File: config.mk
export PLATFORM = sky130hd
export DESIGN_NAME = jtbubl_rom_arb
export DESIGN_NICKNAME = d
export VERILOG_FILES = /design/src/rtl/jtbubl_rom_arb.sv
export SDC_FILE = /design/constraint.sdc
export NUM_CORES = 1
export LEC_CHECK = 0
export BUFFER_PORTS_ARGS = -buffer_cell sky130_fd_sc_hd__buf_2
export CORE_MARGIN = 3
export CORE_UTILIZATION = 54
export CTS_CLUSTER_SIZE = 14
export DETAILED_ROUTE_END_ITERATION = 8
export PLACE_DENSITY = 0.78
export SLEW_MARGIN = 20
export SYNTH_ARGS = -nofsm -noshare
export SYNTH_HDL_FRONTEND = slang
export SYNTH_SLANG_ARGS = --single-unit
File: constraint.sdc
create_clock -name clk24 -period 7.8 [get_ports clk24]
set_input_delay 0.39 -clock clk24 [delete_from_list [all_inputs] [get_ports clk24]]
set_output_delay 0.39 -clock clk24 [all_outputs]
set_load 0.02 [all_outputs]
File: src/rtl/jtbubl_rom_arb.sv
// jtbubl_rom_arb
//   Arbitrates three byte-wide ROM readers (main CPU, sub CPU, MCU) onto one
//   16-bit SDRAM read port. Each reader has a one-entry cache. rom_ok is a
//   combinational hit, so it drops as soon as the address changes or cs falls.
//   Misses are served one at a time, in round-robin order.
//
// Ports
//   clk24, rst          system clock, asynchronous active-high reset
//   downloading         ROM load in progress: caches invalidate, no new fetch
//   <p>_rom_addr/cs     byte address and chip select from reader <p>
//   <p>_rom_ok/data     cache hit flag and cached byte for reader <p>
//   sdram_addr/req      word address and request towards SDRAM
//   sdram_ack/dok/data  request accepted, read data valid, read word
module jtbubl_rom_arb #(
  parameter logic [21:0] SUB_OFFSET = 22'h02_0000,
  parameter logic [21:0] MCU_OFFSET = 22'h02_4000
) (
  input  logic        clk24,
  input  logic        rst,
  input  logic        downloading,
  input  logic [17:0] main_rom_addr,
  input  logic        main_rom_cs,
  output logic        main_rom_ok,
  output logic [7:0]  main_rom_data,
  input  logic [14:0] sub_rom_addr,
  input  logic        sub_rom_cs,
  output logic        sub_rom_ok,
  output logic [7:0]  sub_rom_data,
  input  logic [11:0] mcu_rom_addr,
  input  logic        mcu_rom_cs,
  output logic        mcu_rom_ok,
  output logic [7:0]  mcu_rom_data,
  output logic [21:0] sdram_addr,
  output logic        sdram_req,
  input  logic        sdram_ack,
  input  logic        sdram_dok,
  input  logic [15:0] sdram_data
);

  typedef enum logic [1:0] {IDLE, WAIT_ACK, WAIT_DATA} state_t;

  localparam logic [1:0] P_MAIN = 2'd0;
  localparam logic [1:0] P_SUB  = 2'd1;
  localparam logic [1:0] P_MCU  = 2'd2;

  function automatic logic [1:0] next_port(input logic [1:0] p);
    return (p == P_MCU) ? P_MAIN : p + 2'd1;
  endfunction

  state_t           state_q, state_d;
  logic [1:0]       port_q, port_d;        // port being fetched
  logic [1:0]       last_q, last_d;        // last port served
  logic [17:0]      addr_q, addr_d;        // byte address being fetched
  logic [21:0]      sdram_addr_q, sdram_addr_d;
  logic             discard_q, discard_d;  // download seen during fetch
  logic [2:0]       valid_q, valid_d;
  logic [2:0][17:0] tag_q, tag_d;
  logic [2:0][7:0]  data_q, data_d;

  logic [2:0]       cs_vec, hit, miss;
  logic [2:0][17:0] addr_vec;
  logic [2:0][21:0] word_vec;
  logic [1:0]       cand, sel;
  logic             sel_found, fill;
  logic [7:0]       fill_byte;

  // Cache lookup and SDRAM word address for each port. The offset sums are
  // 22 bits wide on purpose so they wrap instead of carrying out.
  always_comb begin
    cs_vec      = {mcu_rom_cs, sub_rom_cs, main_rom_cs};
    addr_vec[0] = main_rom_addr;
    addr_vec[1] = {3'd0, sub_rom_addr};
    addr_vec[2] = {6'd0, mcu_rom_addr};
    word_vec[0] = {5'd0, main_rom_addr[17:1]};
    word_vec[1] = {8'd0, sub_rom_addr[14:1]} + SUB_OFFSET;
    word_vec[2] = {11'd0, mcu_rom_addr[11:1]} + MCU_OFFSET;
    for (int i = 0; i < 3; i++) begin
      hit[i]  = cs_vec[i] && valid_q[i] && (tag_q[i] == addr_vec[i]);
      miss[i] = cs_vec[i] && !hit[i] && !downloading;
    end
  end

  // Round-robin pick: search starts at the port after the last one served.
  always_comb begin
    sel       = P_MAIN;
    sel_found = 1'b0;
    cand      = next_port(last_q);
    for (int i = 0; i < 3; i++) begin
      if (!sel_found && miss[cand]) begin
        sel       = cand;
        sel_found = 1'b1;
      end
      cand = next_port(cand);
    end
  end

  assign fill_byte = addr_q[0] ? sdram_data[15:8] : sdram_data[7:0];

  // State register.
  // NOTE: sequential state uses non-blocking assignments so every flop samples
  // pre-edge values; blocking here would create order-dependent simulation.
  always_ff @(posedge clk24 or posedge rst) begin
    if (rst) begin
      state_q      <= IDLE;
      port_q       <= P_MAIN;
      last_q       <= P_MCU;
      addr_q       <= '0;
      sdram_addr_q <= '0;
      discard_q    <= 1'b0;
      valid_q      <= '0;
      tag_q        <= '0;
      data_q       <= '0;
    end else begin
      state_q      <= state_d;
      port_q       <= port_d;
      last_q       <= last_d;
      addr_q       <= addr_d;
      sdram_addr_q <= sdram_addr_d;
      discard_q    <= discard_d;
      valid_q      <= valid_d;
      tag_q        <= tag_d;
      data_q       <= data_d;
    end
  end

  // Next-state and cache update.
  // NOTE: every signal gets a default first so no path leaves it unassigned,
  // which would otherwise infer a latch.
  always_comb begin
    state_d      = state_q;
    port_d       = port_q;
    last_d       = last_q;
    addr_d       = addr_q;
    sdram_addr_d = sdram_addr_q;
    discard_d    = discard_q | downloading;
    valid_d      = valid_q;
    tag_d        = tag_q;
    data_d       = data_q;
    fill         = 1'b0;

    unique case (state_q)
      IDLE: begin
        discard_d = 1'b0;
        if (sel_found) begin
          port_d       = sel;
          addr_d       = addr_vec[sel];
          sdram_addr_d = word_vec[sel];
          state_d      = WAIT_ACK;
        end
      end
      WAIT_ACK: begin
        if (sdram_ack) begin
          // ack and dok together count as ack followed by dok
          fill    = sdram_dok;
          state_d = sdram_dok ? IDLE : WAIT_DATA;
        end
      end
      WAIT_DATA: begin
        if (sdram_dok) begin
          fill    = 1'b1;
          state_d = IDLE;
        end
      end
      default: state_d = IDLE;
    endcase

    if (fill) begin
      last_d = port_q;
      // A fetch overlapped by a download completes but leaves the cache alone.
      if (!(discard_q || downloading)) begin
        valid_d[port_q] = 1'b1;
        tag_d[port_q]   = addr_q;
        data_d[port_q]  = fill_byte;
      end
    end

    if (downloading) valid_d = '0;
  end

  // Outputs.
  always_comb begin
    main_rom_ok   = hit[0];
    sub_rom_ok    = hit[1];
    mcu_rom_ok    = hit[2];
    main_rom_data = data_q[0];
    sub_rom_data  = data_q[1];
    mcu_rom_data  = data_q[2];
    sdram_req     = (state_q == WAIT_ACK);
    sdram_addr    = sdram_addr_q;
  end

endmodule
==> flow_metrics.tcl <==
set metrics [dict create \
    status "complete, no violations" \
    synth-edff-count 0 \
    initial_antenna_violation_count 0 \
    final_period_minus_worst_setup_slack_ps 2810 \
    ys_seq_elements 108 \
    cts_sinks 108 \
    layout.nets 649 \
    synth_top_area_frac 0.486 \
    die_height_um 107 \
    ctsResizeCount 0 \
    drt_wl_total_mm 14.0 \
    drt-initial-drc-count 301 \
    postCtsSetupRepairBufs 0 \
    cp_data_arrival_time_ps 3080 \
    yosys-top-cells-area "sky130_fd_sc_hd__dfrtp_1, sky130_fd_sc_hd__mux2_2, sky130_fd_sc_hd__xor2_1" \
    yosysWarningCount 0 \
    synthCells 486 \
    clock_skew_ps 14.0 \
    vias_in_the_first_global_route 4300 \
    clock_tree.root_cell "sky130_fd_sc_hd__clkbuf_8" \
    worst_setup_path_end_kind "flop" \
    wire_length_of_the_first_global_routing_pass_mm 22.4 \
    cts_made_buffers 9 \
    worstPathMaxFanout 27 \
    worst-slew-pin-transition_ps 916 \
    timing.max_slew.rel_slack 0.387 \
    gr-total-overflow 0 \
    gp_congestion 0.952 \
    row_count 36 \
    combined_area_of_all_synthesized_cells_um2 5510 \
    setup_viol 0 \
    seq_area_frac_synth 0.490 \
    detailed_place_hpwl_mm 10.0 \
    synth_unique_cells 50 \
    avgViaCountPerCell 5.83 \
    number_of_placed_i_o_pins 119 \
    critPathRequiredTime_ps 8070 \
    fin_setup_tns_ps 0 \
    irDropWorstVdd_mv 0.178 \
    detailed_route_wire_length_per_cell_um 19.6 \
    final.period_utilization 0.360 \
    area_delta_synth_final_pct 12.8 \
    gr-usage-all-layers 0.253 \
    crit_type "reg2reg" \
    insertion_delay_ps 380 \
    timing.critical_path.slowest_stage_cell "sky130_fd_sc_hd__nor3_4" \
    largest_net_degree_at_the_start_of_global_routing 64 \
    clock_tree_from_tritoncts "done" \
    drt-pass1-iter-count 5 \
    die_w_um 107 \
    drive_above_1_share 0.383 \
    hold_fix_buffer_count_after_cts 0 \
    asyncSetResetFlopFracSynth 1.00 \
    final-max-slew-violation-count 0 \
    port-buffer-count 114 \
    min-delay-path-class "in2async" \
    placeableCoreArea_um2 9860 \
    synth.largest_area_cell "sky130_fd_sc_hd__dfrtp_1" \
    insertedDiodeCount 0 \
    static-leakage-power_nw 3.04 \
    finalNonFillerCells 715 \
    h-tree-depth 3 \
    cp_cell_sequence "inv_1 > ha_1 > a21oi_1 > nor2_1 > nand2_1 > nor3_4 > buf_4 > mux2_2" \
    final_antenna_net_count 0 \
    dpl.cell_count 699 \
    post-route-drc-count 0 \
    number_of_max_capacitance_violations_reported 0 \
    postSynth.topFlopCell "sky130_fd_sc_hd__dfrtp_1" \
    setup_repair_after_global_routing_missed_its_margin "false" \
    cpPeakStageDelay_ps 550 \
    cts-root-to-sink-buffers 2 \
    p_per_area_nw_per_um2 330 \
    fmax_mhz 356 \
    die-area_um2 11500 \
    post_synthesis_mean_instance_area_um2 11.3 \
    dr_total_vias 4167 \
    final-hold-violation-count 0 \
    clk_pin_slew_worst_paths_ps 110 \
    start_util 0.559 \
    timing.critical_path.from_type "flop" \
]
==> registers in the layout (all words and copies together) (netlist names) <==
name	cells
state_q	2
mcu_rom_data	8
last_q	2
discard_q	1
sub_rom_data	8
port_q	2
sdram_addr	3
addr_q	17
tag_q	54
main_rom_data	8
valid_q	3
==> power by group <==
group          leakage, nW  switching [mW]  internal, mW  total [mW]
Combinational         1.53           0.467         0.319       0.786
Clock               0.0864           0.201         0.122       0.323
Sequential            1.42           0.180         0.763       0.943
Total                 3.04           0.848          1.20        2.05
==> final cells by class <==
| class | instances | area (µm²) |
|---|---|---|
| clock buffer | 11 | 131 |
| clock inverter | 5 | 45.0 |
| inverter | 8 | 32.5 |
| fill | 789 | 3650 |
| sequential | 108 | 2700 |
| multi-input combinational | 331 | 2530 |
| tap | 133 | 166 |
| timing repair buffer | 119 | 608 |
==> synthesized netlist by cell type, types with 4 or more instances <==
cell type	instances
sky130_fd_sc_hd__nor4_2	14
sky130_fd_sc_hd__buf_2	9
sky130_fd_sc_hd__buf_6	4
sky130_fd_sc_hd__mux2i_1	13
sky130_fd_sc_hd__buf_4	21
sky130_fd_sc_hd__dfrtp_1	107
sky130_fd_sc_hd__clkbuf_1	8
sky130_fd_sc_hd__nand2_1	35
sky130_fd_sc_hd__o21ai_0	11
sky130_fd_sc_hd__a31oi_1	13
sky130_fd_sc_hd__o21a_1	13
sky130_fd_sc_hd__nand4_1	6
sky130_fd_sc_hd__o21ai_1	24
sky130_fd_sc_hd__nor2_1	34
sky130_fd_sc_hd__nor4_1	7
sky130_fd_sc_hd__a21oi_1	19
sky130_fd_sc_hd__xor2_1	30
sky130_fd_sc_hd__inv_1	8
sky130_fd_sc_hd__mux2_2	55
sky130_fd_sc_hd__xnor2_1	15
==> per-layer routing <==
layer | track usage | part of all wire | vias up
li1 | - | - | 1875
met1 | 0.336 | 0.42 | 2088
met2 | 0.412 | 0.48 | 176
met5 | 0 | 0 | -
met4 | 0.0922 | 0.025 | 0
met3 | 0.0500 | 0.070 | 28
==> worst paths after layout <==
kind	slack, ps	endpoint	depth (start not counted)	from
hold reg to reg	480	sub_rom_data[4]	2	sub_rom_data[4]
setup reg to reg	4990	tag_q[12]	8	state_q[1]
setup / recovery	4990	tag_q[12]	8	state_q[1]
min in group clk24	280	state_q[1]	4	sdram_dok
hold / removal	70	tag_q[22]	2	rst
max in group asynchronous	6520	addr_q[15]	3	rst
==> cells in the final DEF, fill, tap and decap left out, types with 2 or more instances in the layout <==
master and count:
sky130_fd_sc_hd__xnor2_1 15, sky130_fd_sc_hd__o21a_1 13, sky130_fd_sc_hd__o21ai_2 3, sky130_fd_sc_hd__ha_1 3
sky130_fd_sc_hd__clkbuf_8 9, sky130_fd_sc_hd__nor2_1 34, sky130_fd_sc_hd__xor2_1 30, sky130_fd_sc_hd__nand2b_1 2
sky130_fd_sc_hd__nor2b_1 2, sky130_fd_sc_hd__nand3_2 2, sky130_fd_sc_hd__nor4_1 7, sky130_fd_sc_hd__o21ai_0 11
sky130_fd_sc_hd__a31oi_1 13, sky130_fd_sc_hd__nand2_1 35, sky130_fd_sc_hd__mux2i_1 13, sky130_fd_sc_hd__a21oi_1 19
sky130_fd_sc_hd__buf_2 114, sky130_fd_sc_hd__o21ai_1 24, sky130_fd_sc_hd__nor4_2 14, sky130_fd_sc_hd__a32o_1 3
sky130_fd_sc_hd__buf_4 5, sky130_fd_sc_hd__clkbuf_1 2, sky130_fd_sc_hd__conb_1 4, sky130_fd_sc_hd__mux2_2 55
sky130_fd_sc_hd__dfrtp_1 107, sky130_fd_sc_hd__inv_1 7, sky130_fd_sc_hd__nand4_1 6, sky130_fd_sc_hd__inv_6 2
==> cells by family after synthesis <==
group                    after synthesis  share of synthesized area
XOR/XNOR                              45                     0.0715
flip-flops                           108                      0.490
other                                  1                   0.000680
AND/OR/NAND/NOR                      115                      0.126
buffers and inverters                 50                     0.0558
adder cells (fa/ha/maj)                3                    0.00681
AO/OA/AOI/OAI                         96                      0.113
multiplexers                          68                      0.136
==> critical path: cells and delay by family (launching register included) <==
family / cells / cell delay [ps]
AND/OR/NAND/NOR: 3 / 1020
flip-flops: 1 / 410
buffers and inverters: 2 / 540
adder cells (fa/ha/maj): 1 / 230
AO/OA/AOI/OAI: 1 / 90
multiplexers: 1 / 380
==> stage by stage <==
stage	hold slack, ps	utilization	area [µm²]	total power, mW	setup WS, ps
after floorplan	447	-	5520	1.51	4570
after global placement	460	0.612	6040	1.70	5010
after detailed placement	463	0.612	6040	1.74	4970
after CTS	82.9	0.630	6220	2.06	5020
after global routing	114	0.630	6220	2.18	4850
final	66.3	0.630	6220	2.05	4990
Power figures use the tool's default switching activity.
